File: src/rtl/core_sequencer.sv
// Multi-cycle RV32I sequencer: owns pc/IR and steps each instruction through
// fetch, decode, execute, optional memory access and writeback.
//
// state   | meaning
// FETCH   | request instruction at pc, wait for imem_ack
// DECODE  | register file reads operands
// EXECUTE | resolve next_pc, check alignment
// MEM     | data access, wait for dmem_ack
// WB      | commit pc, pulse reg_write_en/retire
// ERROR   | sticky halt, only rst exits
module core_sequencer #(
    parameter int                    DATA_WIDTH = 32,
    parameter logic [DATA_WIDTH-1:0] RESET_PC   = '0,
    parameter int                    TIMEOUT    = 16
) (
    input  logic                  clk,
    input  logic                  rst,
    output logic                  imem_req,
    output logic [DATA_WIDTH-1:0] imem_addr,
    input  logic                  imem_ack,
    input  logic [DATA_WIDTH-1:0] imem_rdata,
    output logic [DATA_WIDTH-1:0] instruction,
    output logic [DATA_WIDTH-1:0] pc,
    input  logic                  Load,
    input  logic                  Store,
    input  logic                  Branch,
    input  logic                  next_sel,
    input  logic                  Jalr,
    input  logic                  branch_result,
    input  logic [DATA_WIDTH-1:0] alu_result,
    output logic                  dmem_req,
    output logic                  dmem_we,
    input  logic                  dmem_ack,
    output logic                  reg_write_en,
    output logic                  retire,
    output logic [31:0]           instret,
    output logic                  error,
    output logic [1:0]            err_code
);

    localparam int CW = $clog2(TIMEOUT + 1);
    localparam logic [CW-1:0] WAIT_LAST = CW'(TIMEOUT - 1);

    typedef enum logic [2:0] {
        S_FETCH,
        S_DECODE,
        S_EXECUTE,
        S_MEM,
        S_WB,
        S_ERROR
    } state_t;

    state_t                  state_q;
    logic [DATA_WIDTH-1:0]   pc_q;
    logic [DATA_WIDTH-1:0]   next_pc_q;
    logic [DATA_WIDTH-1:0]   instr_q;
    logic [31:0]             instret_q;
    logic [CW-1:0]           wait_q;
    logic                    imem_req_q;
    logic                    dmem_req_q;
    logic                    dmem_we_q;
    logic                    reg_write_en_q;
    logic                    retire_q;
    logic                    error_q;
    logic [1:0]              err_code_q;

    logic [DATA_WIDTH-1:0]   next_pc_d;
    logic                    misaligned_d;
    logic                    writes_rd_d;

    always_comb begin
        next_pc_d = pc_q + DATA_WIDTH'(4);
        if (next_sel || Jalr) begin
            next_pc_d = alu_result;
            if (Jalr) begin
                next_pc_d[0] = 1'b0;
            end
        end else if (Branch && branch_result) begin
            next_pc_d = alu_result;
        end
        misaligned_d = |next_pc_d[1:0];
        writes_rd_d  = !(Store || Branch);
    end

    always_ff @(posedge clk) begin
        if (!rst) begin
            state_q        <= S_FETCH;
            pc_q           <= RESET_PC;
            next_pc_q      <= RESET_PC;
            instr_q        <= '0;
            instret_q      <= '0;
            wait_q         <= '0;
            imem_req_q     <= 1'b0;
            dmem_req_q     <= 1'b0;
            dmem_we_q      <= 1'b0;
            reg_write_en_q <= 1'b0;
            retire_q       <= 1'b0;
            error_q        <= 1'b0;
            err_code_q     <= 2'b00;
        end else begin
            reg_write_en_q <= 1'b0;
            retire_q       <= 1'b0;
            case (state_q)
                S_FETCH: begin
                    // First cycle out of reset raises the request; acks count only once it is up.
                    if (!imem_req_q) begin
                        imem_req_q <= 1'b1;
                        wait_q     <= '0;
                    end else if (imem_ack) begin
                        instr_q    <= imem_rdata;
                        imem_req_q <= 1'b0;
                        state_q    <= S_DECODE;
                    end else if (wait_q == WAIT_LAST) begin
                        imem_req_q <= 1'b0;
                        error_q    <= 1'b1;
                        err_code_q <= 2'b01;
                        state_q    <= S_ERROR;
                    end else begin
                        wait_q <= wait_q + 1'b1;
                    end
                end
                S_DECODE: begin
                    state_q <= S_EXECUTE;
                end
                S_EXECUTE: begin
                    next_pc_q <= next_pc_d;
                    if (misaligned_d) begin
                        error_q    <= 1'b1;
                        err_code_q <= 2'b11;
                        state_q    <= S_ERROR;
                    end else if (Load || Store) begin
                        dmem_req_q <= 1'b1;
                        dmem_we_q  <= Store;
                        wait_q     <= '0;
                        state_q    <= S_MEM;
                    end else begin
                        reg_write_en_q <= writes_rd_d;
                        retire_q       <= 1'b1;
                        state_q        <= S_WB;
                    end
                end
                S_MEM: begin
                    if (dmem_ack) begin
                        dmem_req_q     <= 1'b0;
                        dmem_we_q      <= 1'b0;
                        reg_write_en_q <= writes_rd_d;
                        retire_q       <= 1'b1;
                        state_q        <= S_WB;
                    end else if (wait_q == WAIT_LAST) begin
                        dmem_req_q <= 1'b0;
                        dmem_we_q  <= 1'b0;
                        error_q    <= 1'b1;
                        err_code_q <= 2'b10;
                        state_q    <= S_ERROR;
                    end else begin
                        wait_q <= wait_q + 1'b1;
                    end
                end
                S_WB: begin
                    pc_q       <= next_pc_q;
                    instret_q  <= instret_q + 32'd1;
                    wait_q     <= '0;
                    imem_req_q <= 1'b1;
                    state_q    <= S_FETCH;
                end
                S_ERROR: begin
                    state_q <= S_ERROR;
                end
                default: begin
                    imem_req_q <= 1'b0;
                    dmem_req_q <= 1'b0;
                    dmem_we_q  <= 1'b0;
                    error_q    <= 1'b1;
                    err_code_q <= 2'b11;
                    state_q    <= S_ERROR;
                end
            endcase
        end
    end

    assign imem_req     = imem_req_q;
    assign imem_addr    = pc_q;
    assign instruction  = instr_q;
    assign pc           = pc_q;
    assign dmem_req     = dmem_req_q;
    assign dmem_we      = dmem_we_q;
    assign reg_write_en = reg_write_en_q;
    assign retire       = retire_q;
    assign instret      = instret_q;
    assign error        = error_q;
    assign err_code     = err_code_q;

endmodule

File: config.mk
export PLATFORM = sky130hd
export DESIGN_NAME = core_sequencer
export DESIGN_NICKNAME = d
export VERILOG_FILES = /design/src/rtl/core_sequencer.sv
export SDC_FILE = /design/constraint.sdc
export NUM_CORES = 1
export LEC_CHECK = 0
export CELL_PAD_IN_SITES_DETAIL_PLACEMENT = 0
export CELL_PAD_IN_SITES_GLOBAL_PLACEMENT = 2
export CORE_AREA = 2 2 160 162
export CTS_BUF_LIST = sky130_fd_sc_hd__clkbuf_4 sky130_fd_sc_hd__clkbuf_8
export CTS_CLUSTER_SIZE = 10
export DETAILED_ROUTE_END_ITERATION = 12
export DIE_AREA = 0 0 162 164
export PLACE_DENSITY_LB_ADDON = 0.1
export SLEW_MARGIN = 20
export SYNTH_ARGS = -nofsm -noshare
export SYNTH_HDL_FRONTEND = slang
export SYNTH_SLANG_ARGS = --single-unit
File: constraint.sdc
create_clock -name clk -period 3 [get_ports clk]
set_clock_uncertainty 0.05 [all_clocks]
set_input_delay 0.75 -clock clk [delete_from_list [all_inputs] [get_ports clk]]
set_output_delay 0.75 -clock clk [all_outputs]
set_load 0.01 [all_outputs]
# Word level (Yosys, flattened, before mapping)
# Cells that the tools add are included.
# Widths: inputs -> output; s select.
# word_totals
reg_bits,144
latchBits,0
ramBits,0
rom_bits,0
output_inout_bits,136
n_memories,0
# classes
addsub,3
n_mul,0
div,0
n_lt_le_gt_ge,0
n_eq_ne,16
n_shift,0
mux,50
bitwise_logic,2
reduce_logical,16
# ops
op,n
$mux 32,2
$add 32x1->32 const B,1
$add 32x3->32 const B,1
$mux 5,6
$mux 1,21
$pmux 5 s4,1
$mux 3,6
$ne 2x2->1 const B,8
$pmux 3 s5,1
$mux 2,6
$reduce_and 5->1,2
$pmux 1 s3,3
$pmux 2 s4,1
$reduce_or 4->1,2
$reduce_and 7->1,1
$eq 3x2->1 const B,2
$eq 3x3->1 const B,2
$ne 3x3->1 const B,2
$add 5x1->5 const B,1
$eq 5x4->1 const B,1
$pmux 1 s2,2
$pmux 1 s4,1
$reduce_and 4->1,1
$reduce_bool 4->1,1
9 further kinds,12

# Logic depth before layout (Yosys ltp)
# logic_depth
word_depth,6
mapped_depth,8
mapped_depth_nobuf,6

# Least setup slack after synthesis
# OpenSTA, ideal clock, no wires.
# synth_timing
kind,register to register
start,"register pc_q[4], in the netlist imem_addr[4]"
end,register next_pc_q[19]
setup_ps,129
arrival_time_ps,2248
required_time_ps,2821
slack_ps,573
path_stages_with_launch,7
n_path_buf,1
path_cell_list,dfxtp_1 clkbuf_1 nand4_1 nor4_1 mux2_2 a2111oi_0 nor2_1
# synth_via
elab_chain_len,3
# synth_lines
item,line,source
start: declaration,54,logic [DATA_WIDTH-1:0] pc_q;
start signal: assignment,160,pc_q <= next_pc_q;
$add 32x3->32,72,next_pc_d = pc_q + DATA_WIDTH'(4);
$mux 32,78,end else if (Branch && branch_result) begin
$mux 32,73,if (next_sel || Jalr) begin
end signal: assignment,126,next_pc_q <= next_pc_d;
end: declaration,55,logic [DATA_WIDTH-1:0] next_pc_q;
# Every way passes these cells.
# A chain may end at the register's enable or synchronous reset.

# Final worst setup path
# layout_timing
start,register state_q[1]
end,"register instret_q[27], in the netlist instret[27]"
# layout_via
elab_chain_len,1
# layout_lines
item,line,source
start: declaration,53,state_t state_q;
start signal: assignment,87,state_q <= S_FETCH;
start signal: assignment,112,state_q <= S_DECODE;
start signal: assignment,117,state_q <= S_ERROR;
$eq 3x3->1,103,case (state_q)
end signal: assignment,161,instret_q <= instret_q + 32'd1;
end: declaration,57,logic [31:0] instret_q;
# Every way passes these cells.

==> impl_metrics.yaml <==
outcome:
  outcome: "completed"
global_routing:
  grt_first_pass_wirelength_mm: 34.61
  grt_max_degree: 53
  grt_antenna_before_repair: 1
  grt.total_usage_pct: 16.55
  grt_overflow_total: 0
  grt_pass1_vias: 6252
logic_synthesis:
  synth.avg_cell_area_um2: 8.029
  syn-instance-count: 827
  synth_flop_cell: "dfxtp_1"
  ys_seq_elements: 144
  synth.top_cells.by_area: "dfxtp_1, nand2_1, a21oi_1"
  yosysMostFrequentCell: "nand2_1"
  synth_top_cell_by_area: "dfxtp_1"
  synth_edf_count: 0
  synthTopCellsByCount: "nand2_1, dfxtp_1, a21oi_1"
  synth_fp_nets: 904
  syn-cell-area_mm2: 0.006640
  yosysSeqAreaShare_pct: 43.41
  ys_types: 54
  yosysTopAreaCellShare_pct: 43.41
  yosysWarnings: 0
  asyncSetResetFlopFracSynth_pct: 0
clock_tree:
  cts_sinks: 144
  numCtsBuffers: 17
  holdBufCountCts: 0
  clk_path_buf_depth: 2
  tritoncts: "done"
  insertion_delay_ns: 0.46
  cts_setup_buffers: 0
  cts_resized: 0
  root_buffer: "clkbuf_8"
  h-tree-depth: 4
  clk_pin_slew_ns: 0.08
routing:
  first_pass_iters: 6
  drt_iter0_drc: 384
  via_per_inst: 4.741
  drc: 0
  drt_wl_total_mm: 21.82
  wl_per_cell_um: 16.21
  final_antenna_net_count: 0
  vias: 6381
power:
  max-vdd-ir-drop_mv: 0.2128
  power.leakage_nw: 3.128
  p_per_area_mw_per_mm2: 429.5
  total_power_mw: 4.030
place:
  gp_congestion: 0.7721
  port_buffers: 209
  dpl.hpwl_mm: 15.10
  placed_area_mm2: 0.008966
hold_path:
  holdPathStages: 2
  min-delay-start: "next_pc_q[7]$_SDFFE_PN0P_"
  holdPathEnd: "imem_addr[7]$_SDFFE_PN0P_"
  hold_class: "reg -> reg"
sta:
  worstMarginPinSlew_ns: 0.9692
  whs_ns: 0.4014
  fmax_mhz: 384.7
  post-route-period-util_pct: 86.66
  hold_violations: 0
  slew_headroom_pct: 35.15
  min_period_ns: 2.600
  slew_viol_final: 0
  fin_tns_setup_ns: 0
  rsz0062_at_grt: "false"
  finalSetupViolCount: 0
setup_path:
  r2r_slack_ns: 0.40
  reg2reg_depth: 5
  required_ns: 3.34
  crit_type: "reg -> reg"
  end_kind: "register"
  worst_setup_path_start_kind: "register"
  timing.rr.start: "state_q[1]$_SDFFE_PN0N_"
  path_max_fanout: 12
  regToRegEndpoint: "instret[27]$_SDFFE_PN0P_"
  crit_arrival_ns: 2.94
floorplan:
  top_level_ports: 210
  dieArea_mm2: 0.02657
  core-area_mm2: 0.02482
  fp.dieH_um: 164
  die-width_um: 162
  initial_utilization_pct: 26.75
  placementRows: 58
run:
  drv_cap: 0
cells_and_area:
  area_growth_pct: 41.30
  diodes: 0
  drive_gt1_share_pct: 7.382
  final_cell_area_mm2: 0.009383
  fin_nets: 1080
-- flip-flops by register name, indices dropped and copies added (netlist names) --
signal and flops:
dmem_we 1, imem_addr 32, error 1, imem_req 1
err_code 2, instruction 32, dmem_req 1, next_pc_q 32
instret 32, retire 1, reg_write_en 1, wait_q 5
state_q 3
-- worst max-delay path: stages (launching register included) --
cell     delay [ns]
dfxtp_1        0.31
or3b_1         0.61
nor4_4         0.47
nand4_1        0.44
or4_1          0.60
nand2_1        0.07
-- through the flow --
stage | instances | setup WS, ns | util, %
global route | 1346 | 0.1568 | 37.81
finish | 1346 | 0.4003 | 37.81
global placement | 1314 | 0.2570 | 36.13
CTS | 1346 | 0.3715 | 37.81
detailed placement | 1314 | 0.2322 | 36.13
floorplan | 827 | 0.5734 | -
-- worst max-delay path by stage --
stage,startpoint,to,slack (ns),cells after the start
final,state_q[1]$_SDFFE_PN0N_,instret[27]$_SDFFE_PN0P_,0.40,5
after global routing,state_q[1]$_SDFFE_PN0N_,instret[27]$_SDFFE_PN0P_,0.16,5
after CTS,state_q[1]$_SDFFE_PN0N_,instret[29]$_SDFFE_PN0P_,0.37,5
after detailed placement,Jalr,wait_q[3]$_SDFFE_PN0P_,0.23,6
after global placement,Jalr,wait_q[3]$_SDFFE_PN0P_,0.26,6
after floorplan,imem_addr[4]$_SDFFE_PN0P_,next_pc_q[19]$_SDFFE_PN0P_,0.57,6
-- power by group --
part,internal [mW],switching [mW],total (mW)
logic,0.203,0.194,0.397
registers,1.95,0.0231,1.97
clock network,0.854,0.805,1.66
-- final cells by class --
class,instances,area [µm²]
Timing Repair Buffer,236,2332
Clock inverter,12,160.2
Fill cell,2630,15440
Tap cell,330,412.9
Inverter,11,43.79
Sequential cell,144,2883
Clock buffer,20,256.5
Multi-Input combinational cell,593,3294
-- cell usage in the layout (no fill, tap or decap), drive strengths merged, types with 6 or more instances in the layout --
| master | n |
|---|---|
| o21ai | 23 |
| clkdlybuf4s50 | 209 |
| a211oi | 9 |
| nor3 | 13 |
| or4 | 9 |
| dfxtp | 144 |
| o211ai | 8 |
| and2 | 6 |
| buf | 27 |
| and4 | 8 |
| nand4 | 19 |
| nor4 | 15 |
| o22ai | 10 |
| xor2 | 23 |
| clkbuf | 20 |
| inv | 12 |
| nand3 | 27 |
| and3 | 9 |
| xnor2 | 21 |
| nor2 | 49 |
| a22oi | 15 |
| or3 | 9 |
| a21oi | 91 |
| nand2 | 174 |
-- layer usage --
metal / up-vias / global-route usage [%] / part of all wire, %
met5: - / 0 / 0.060
met4: 2 / 4.063 / 0.90
met3: 15 / 3.813 / 4.7
met2: 160 / 26.25 / 46
met1: 2975 / 22.80 / 48
li1: 3229 / - / -
-- kinds of logic (layout without fill, tap and decap cells) --
kind of cell / Yosys count / in the layout / synth area share [%]
and+or+nand+nor: 354 / 354 / 25.25
AOI/OAI and AO/OA: 187 / 187 / 17.07
DFF: 144 / 144 / 43.41
buffers and inverters: 90 / 279 / 7.123
xor gates and xnor gates: 44 / 44 / 5.804
muxes: 5 / 5 / 0.7726
adders and majority gates: 3 / 3 / 0.5654
(Power assumes the default switching activity.)
